[src/rtl/univ_shift_reg_if.sv]
// Bus bundle for univ_shift_reg: control, serial and parallel data in; register state and status out.
//  master : the block driving the shift register (controls/data out, status in)
//  slave  : the shift register itself
//  en, mode, start, dir, ser_in_r, ser_in_l, par_in : controls and data into the register
//  q, ser_out_r, ser_out_l, busy, done              : register contents, serial outputs, frame status
interface univ_shift_reg_if #(
  parameter int unsigned WIDTH = 8
);
  logic             en;
  logic [1:0]       mode;
  logic             start;
  logic             dir;
  logic             ser_in_r;
  logic             ser_in_l;
  logic [WIDTH-1:0] par_in;
  logic [WIDTH-1:0] q;
  logic             ser_out_r;
  logic             ser_out_l;
  logic             busy;
  logic             done;

  modport master (
    output en, mode, start, dir, ser_in_r, ser_in_l, par_in,
    input  q, ser_out_r, ser_out_l, busy, done
  );

  modport slave (
    input  en, mode, start, dir, ser_in_r, ser_in_l, par_in,
    output q, ser_out_r, ser_out_l, busy, done
  );
endinterface

[src/rtl/univ_shift_reg.sv]
// Universal shift register (hold / shift right / shift left / parallel load) with an automatic
// frame sequencer: a start pulse loads par_in, then WIDTH shifts in the latched direction
// serialize the word while the serial input is captured, followed by a one-cycle done state.
//  clk : clock, all state changes on posedge
//  rst : synchronous active-high reset
//  bus : univ_shift_reg_if slave modport (controls, serial/parallel data, q, busy, done)
module univ_shift_reg #(
  parameter int unsigned     WIDTH     = 8,
  parameter logic [WIDTH-1:0] RESET_VAL = '0
) (
  input  logic            clk,
  input  logic            rst,
  univ_shift_reg_if.slave bus
);

  localparam int unsigned CNT_W = $clog2(WIDTH);
  localparam logic [CNT_W-1:0] CNT_LAST = CNT_W'(WIDTH - 1);

  // One-hot encoding so busy and done come straight from state flops.
  typedef enum logic [2:0] {
    ST_IDLE  = 3'b001,
    ST_SHIFT = 3'b010,
    ST_DONE  = 3'b100
  } state_t;

  state_t           state_q, state_d;
  logic [CNT_W-1:0] cnt_q, cnt_d;
  logic             dir_q, dir_d;
  logic [WIDTH-1:0] q_q, q_d;
  logic [WIDTH-1:0] shr;
  logic [WIDTH-1:0] shl;

  assign shr = {bus.ser_in_r, q_q[WIDTH-1:1]};
  assign shl = {q_q[WIDTH-2:0], bus.ser_in_l};

  // State and datapath registers.
  always_ff @(posedge clk) begin
    if (rst) begin
      state_q <= ST_IDLE;
      cnt_q   <= '0;
      dir_q   <= 1'b0;
      q_q     <= RESET_VAL;
    end else begin
      state_q <= state_d;
      cnt_q   <= cnt_d;
      dir_q   <= dir_d;
      q_q     <= q_d;
    end
  end

  // Next state, counter, latched direction and register contents; en=0 freezes everything.
  always_comb begin
    state_d = state_q;
    cnt_d   = cnt_q;
    dir_d   = dir_q;
    q_d     = q_q;
    if (bus.en) begin
      unique case (state_q)
        ST_IDLE: begin
          if (bus.start) begin
            q_d     = bus.par_in;
            dir_d   = bus.dir;
            cnt_d   = '0;
            state_d = ST_SHIFT;
          end else begin
            unique case (bus.mode)
              2'b00: q_d = q_q;
              2'b01: q_d = shr;
              2'b10: q_d = shl;
              2'b11: q_d = bus.par_in;
              default: q_d = q_q;
            endcase
          end
        end
        ST_SHIFT: begin
          q_d   = dir_q ? shl : shr;
          cnt_d = CNT_W'(cnt_q + 1'b1);
          if (cnt_q == CNT_LAST) begin
            state_d = ST_DONE;
          end
        end
        ST_DONE: begin
          state_d = ST_IDLE;
        end
        default: begin
          state_d = ST_IDLE;
        end
      endcase
    end
  end

  // Outputs are direct register bits.
  always_comb begin
    bus.q         = q_q;
    bus.ser_out_r = q_q[0];
    bus.ser_out_l = q_q[WIDTH-1];
    bus.busy      = state_q[1];
    bus.done      = state_q[2];
  end

endmodule
[src/flat_wrapper.sv]
// flat-port wrapper written by rule: the top's interface ports become plain ports
module univ_shift_reg_flat 
#(
  parameter int unsigned     WIDTH     = 8,
  parameter logic [WIDTH-1:0] RESET_VAL = '0
)
  (clk, rst, bus_en, bus_mode, bus_start, bus_dir, bus_ser_in_r, bus_ser_in_l, bus_par_in, bus_q, bus_ser_out_r, bus_ser_out_l, bus_busy, bus_done);
  univ_shift_reg_if #(.WIDTH(WIDTH)) bus_i ();
  input  logic clk;
  input  logic rst;
  input wire logic [$bits(bus_i.en)-1:0] bus_en;
  input wire logic [$bits(bus_i.mode)-1:0] bus_mode;
  input wire logic [$bits(bus_i.start)-1:0] bus_start;
  input wire logic [$bits(bus_i.dir)-1:0] bus_dir;
  input wire logic [$bits(bus_i.ser_in_r)-1:0] bus_ser_in_r;
  input wire logic [$bits(bus_i.ser_in_l)-1:0] bus_ser_in_l;
  input wire logic [$bits(bus_i.par_in)-1:0] bus_par_in;
  output wire logic [$bits(bus_i.q)-1:0] bus_q;
  output wire logic [$bits(bus_i.ser_out_r)-1:0] bus_ser_out_r;
  output wire logic [$bits(bus_i.ser_out_l)-1:0] bus_ser_out_l;
  output wire logic [$bits(bus_i.busy)-1:0] bus_busy;
  output wire logic [$bits(bus_i.done)-1:0] bus_done;
  assign bus_i.en = bus_en;
  assign bus_i.mode = bus_mode;
  assign bus_i.start = bus_start;
  assign bus_i.dir = bus_dir;
  assign bus_i.ser_in_r = bus_ser_in_r;
  assign bus_i.ser_in_l = bus_ser_in_l;
  assign bus_i.par_in = bus_par_in;
  assign bus_q = bus_i.q;
  assign bus_ser_out_r = bus_i.ser_out_r;
  assign bus_ser_out_l = bus_i.ser_out_l;
  assign bus_busy = bus_i.busy;
  assign bus_done = bus_i.done;
  univ_shift_reg #(.WIDTH(WIDTH), .RESET_VAL(RESET_VAL)) u_core (.clk(clk), .rst(rst), .bus(bus_i));
endmodule
[config.mk]
export PLATFORM = sky130hd
export DESIGN_NAME = univ_shift_reg_flat
export DESIGN_NICKNAME = d
export VERILOG_FILES = /design/src/rtl/univ_shift_reg_if.sv /design/src/rtl/univ_shift_reg.sv /design/src/flat_wrapper.sv
export SDC_FILE = /design/constraint.sdc
export NUM_CORES = 1
export LEC_CHECK = 0
export BUFFER_PORTS_ARGS = -buffer_cell sky130_fd_sc_hd__buf_2
export CAP_MARGIN = 40
export CELL_PAD_IN_SITES_DETAIL_PLACEMENT = 1
export CELL_PAD_IN_SITES_GLOBAL_PLACEMENT = 1
export CORE_MARGIN = 2
export CORE_UTILIZATION = 38
export CTS_BUF_LIST = sky130_fd_sc_hd__clkbuf_8
export CTS_CLUSTER_SIZE = 12
export DETAILED_ROUTE_END_ITERATION = 8
export PLACE_DENSITY_LB_ADDON = 0.1
export REMOVE_ABC_BUFFERS = 1
export SYNTH_ARGS = -nofsm -noshare
export SYNTH_HDL_FRONTEND = slang
export SYNTH_SLANG_ARGS = --single-unit
[constraint.sdc]
create_clock -name clk -period 1.8 [get_ports clk]
set_clock_uncertainty 0.05 [all_clocks]
set_input_delay 0.36 -clock clk [delete_from_list [all_inputs] [get_ports clk]]
set_output_delay 0.36 -clock clk [all_outputs]
set_load 0.1 [all_outputs]
==> summary.md <==
| Metric | Value |
|---|---|
| Worst EP arrival | roughly 1200 ps |
| Final setup viols | 0 |
| Core Box Area | between 2000 and 2500 um^2 |
| Die Width | 54.4 um |
| Status | complete, no violations |
| GRT Total Usage | roughly 21% |
| Worst Path Max Fanout | 7 |
| Die ar. | 2960 um^2 |
| WP data required | 1390 ps |
| Avg WL per Cell | around 16 um |
| Final global-route overflow total | 0 |
| TritonCTS clock tree | yes |
| Final Hold Fails | 0 |
| First-pass GRT wire length | between 4000 and 5000 um |
| Dpl cells | approximately 170 |
| Num CTS Buffers | 3 |
| Worst Hold Class | in2reg |
| Post-Layout Cell Count | ~180 |
| Detailed Route WL | 2870 um |
| Fraction of registers with async set/reset | 0% |
| Top cell type's share of synthesized area | between 30% and 40% |
| WP buf/inv | 1 |
| Total Power | between 900 and 1000 uW |
| RSZ-0062 raised after global routing | false |
| Layout fillers | 310 |
| CTS sink count | 15 |
| CTS max path bufs | 2 |
| Via count | roughly 1000 |
| Clock share of power | 29.6% |
| Sw Pwr | roughly 350 uW |
| Number of flops mapped to enable cells by yosys | 0 |
| Flops & latches, synth | 15 |
| I/O Pins | 29 |
| Slowest-stage cell, CP | buf_2 |
| Std cell rows | 18 |
| H-tree depth | 1 |
| Tightest Pin Transition | 545 ps |
| HPWL after DPL | between 2000 and 2500 um |
| Cell Chain, Critical Path | buf_2 |
| Reg2reg path depth | 4 |
| Slew margin rel. | between 60% and 70% |
| Startpoint Class | register |
| Initial antenna violation count | 0 |
| Cell count after synthesis | roughly 120 |
| Stages on worst setup path | 1 |
| Post-layout nets | ~170 |
| Sequential area share after synthesis | 31.1% |
| Routed vias/inst | 5.70 |
| CP peak stage delay | approximately 480 ps |
| Fin. max-slew vios | 0 |
| Syn Area/Cell | approximately 8 um^2 |
| Layout cell share with drive strength beyond 1 | between 20 and 30% |
| # DRC | 0 |
| Port buffer count | 28 |
| Switching fraction of total power | between 30% and 40% |
| Max IR drop VDD | 0.449 mV |
| Post-CTS setup buffers | 0 |
| Pin count of the biggest net entering global routing | 17 |
| Syn Std Cell Area | just under 1000 um^2 |
| Int Power | slightly below 600 uW |
| Post-layout min period | about 1600 ps |
| Max-cap violations | 0 |
| Tcrit/Tclk final | about nine tenths |
| Post-route ant nets | 0 |
| Synth cell types | 27 |
| Vias in the first global route | 961 |
| Yosys warnings | 0 |
| TritonRoute pass-1 iters | 4 |
| Antenna diodes | 0 |
| CP endpoint kind | output port |
| Gate power share | between 30% and 40% |
| Critical path class | reg2out |
| Initial DRC count | 11 |
| Area leader, netlist | dfxtp_1 |
| Flop pwr share | around two fifths |
| Die height | approximately 54 um |
| Initial Utilization | between 30% and 40% |
| GPL Wtd Cong | ~0.77 |
| Highest clock rate | between 600 and 700 MHz |
| CP top delay family | buffers and inverters |
| Power Dens Cells | around 800 nW/um^2 |
| Clk_lat worst skew | 250 ps |
| Synth Flop Type | dfxtp_1 |
| Worst-path clk slew | approximately 70 ps |
| Synth-to-Final Area Change | 21.7% |
| Hold buffer count at CTS | 0 |
| Post-CTS resize count | 0 |
| Hold depth | 3 |
| Leak | 0.000481 uW |
| Cell chosen for the clock root | clkbuf_8 |
| Cells taking the most area after synthesis | dfxtp_1, a32o_1, mux2i_1 |
## per-stage QoR
stage | worst slack, ps | setup TNS [ps] | utilization, % | area (um^2) | hold slack [ps]
6_report | 199 | 0 | 48.3 | 1170 | 338
4_1_cts | 189 | 0 | 48.3 | 1170 | 336
2_1_floorplan | -657 | -8130 | - | 905 | 379
3_5_place_dp | 105 | 0 | 46.3 | 1130 | 436
5_1_grt | 139 | 0 | 48.3 | 1170 | 354
3_3_place_gp | 125 | 0 | 46.3 | 1130 | 410
## power groups by stage
stage          logic (uW)  registers, uW  clock network (uW)
5_1_grt               297            380                 294
4_1_cts               280            376                 283
3_5_place_dp          279            383                   0
6_report              279            376                 276
3_3_place_gp          275            381                   0
2_1_floorplan        83.8            495                   0
## path summary, 6_finish.rpt
| kind | from | endpoint | slack (ps) |
|---|---|---|---|
| worst max-delay path | u_core.state_q[2]$_SDFFE_PP0P_ | bus_done | 200 |
| worst min-delay path | bus_dir | u_core.dir_q$_SDFFE_PP0P_ | 340 |
| worst max register to register | u_core.state_q[1]$_SDFFE_PP0P_ | u_core.bus.q[2]$_SDFFE_PP0P_ | 310 |
| worst min register to register | u_core.cnt_q[0]$_SDFFE_PP0P_ | u_core.cnt_q[0]$_SDFFE_PP0P_ | 440 |
## metal layers
metal,track usage (%),up-vias,routed length [um]
met5,0,-,0
met4,6.25,0,26
met3,3.28,4,108
met2,37.3,24,1360
met1,27.2,477,1370
li1,-,493,-
## flip-flops by register name (all words and copies together) (netlist names)
register	flops
u_core.dir_q	1
u_core.cnt_q	3
u_core.state_q	3
u_core.bus.q	8
## synth_stat cells (2+ instances only)
cell and instances:
a21oi_1 14, nand3_1 2, a32o_1 8, inv_1 3, and3b_1 2, a32oi_1 2, a2bb2oi_1 7, buf_4 3
nand2_1 20, clkbuf_1 3, o21ai_0 9, mux2i_1 8, dfxtp_1 15, nor2b_1 4, nor2_1 2, buf_2 3
ha_1 2
## area by class of cell
cell class,instances,area (um^2),area share [%]
multi-input cells,89,593,50.5
flip-flops and latches,15,300,25.6
repair buffers,34,185,15.8
inverters,3,11.3,0.959
clock buffers,3,41.3,3.52
clock inverters,1,5.00,0.426
well taps,30,37.5,3.20
## cells by family (layout without fill, tap and decap cells)
group,count (synthesis),count (layout),synth area share [%]
AND/OR/NAND/NOR,34,34,18.0
multiplexers,8,8,8.30
AO/OA/AOI/OAI,45,45,32.6
flip-flops,15,15,31.1
adder cells (fa/ha/maj),2,2,2.59
buffers and inverters,13,41,7.39
## tightest hold or removal path, stage by stage
cell     delay (ps)
buf_2           100
nand3_1          70
a21oi_1          60
## cell usage in the layout (no fill, tap or decap)
cell,instances
buf_4,6
a32oi_1,2
nor2_1,2
clkbuf_8,3
a22oi_1,1
nand3_1,2
clkinv_2,1
nand2_1,20
o22ai_1,1
mux2i_1,8
o31a_2,1
o21ai_0,9
dfxtp_1,15
a21oi_1,14
nor4_2,1
nor3b_2,1
a21o_1,1
a21oi_2,1
inv_1,3
a32o_1,8
or3_1,1
ha_1,2
nand3b_1,1
a2bb2oi_1,7
nor2b_1,4
buf_2,28
and3b_1,2
Note: power is estimated with default switching activity, not from simulation.
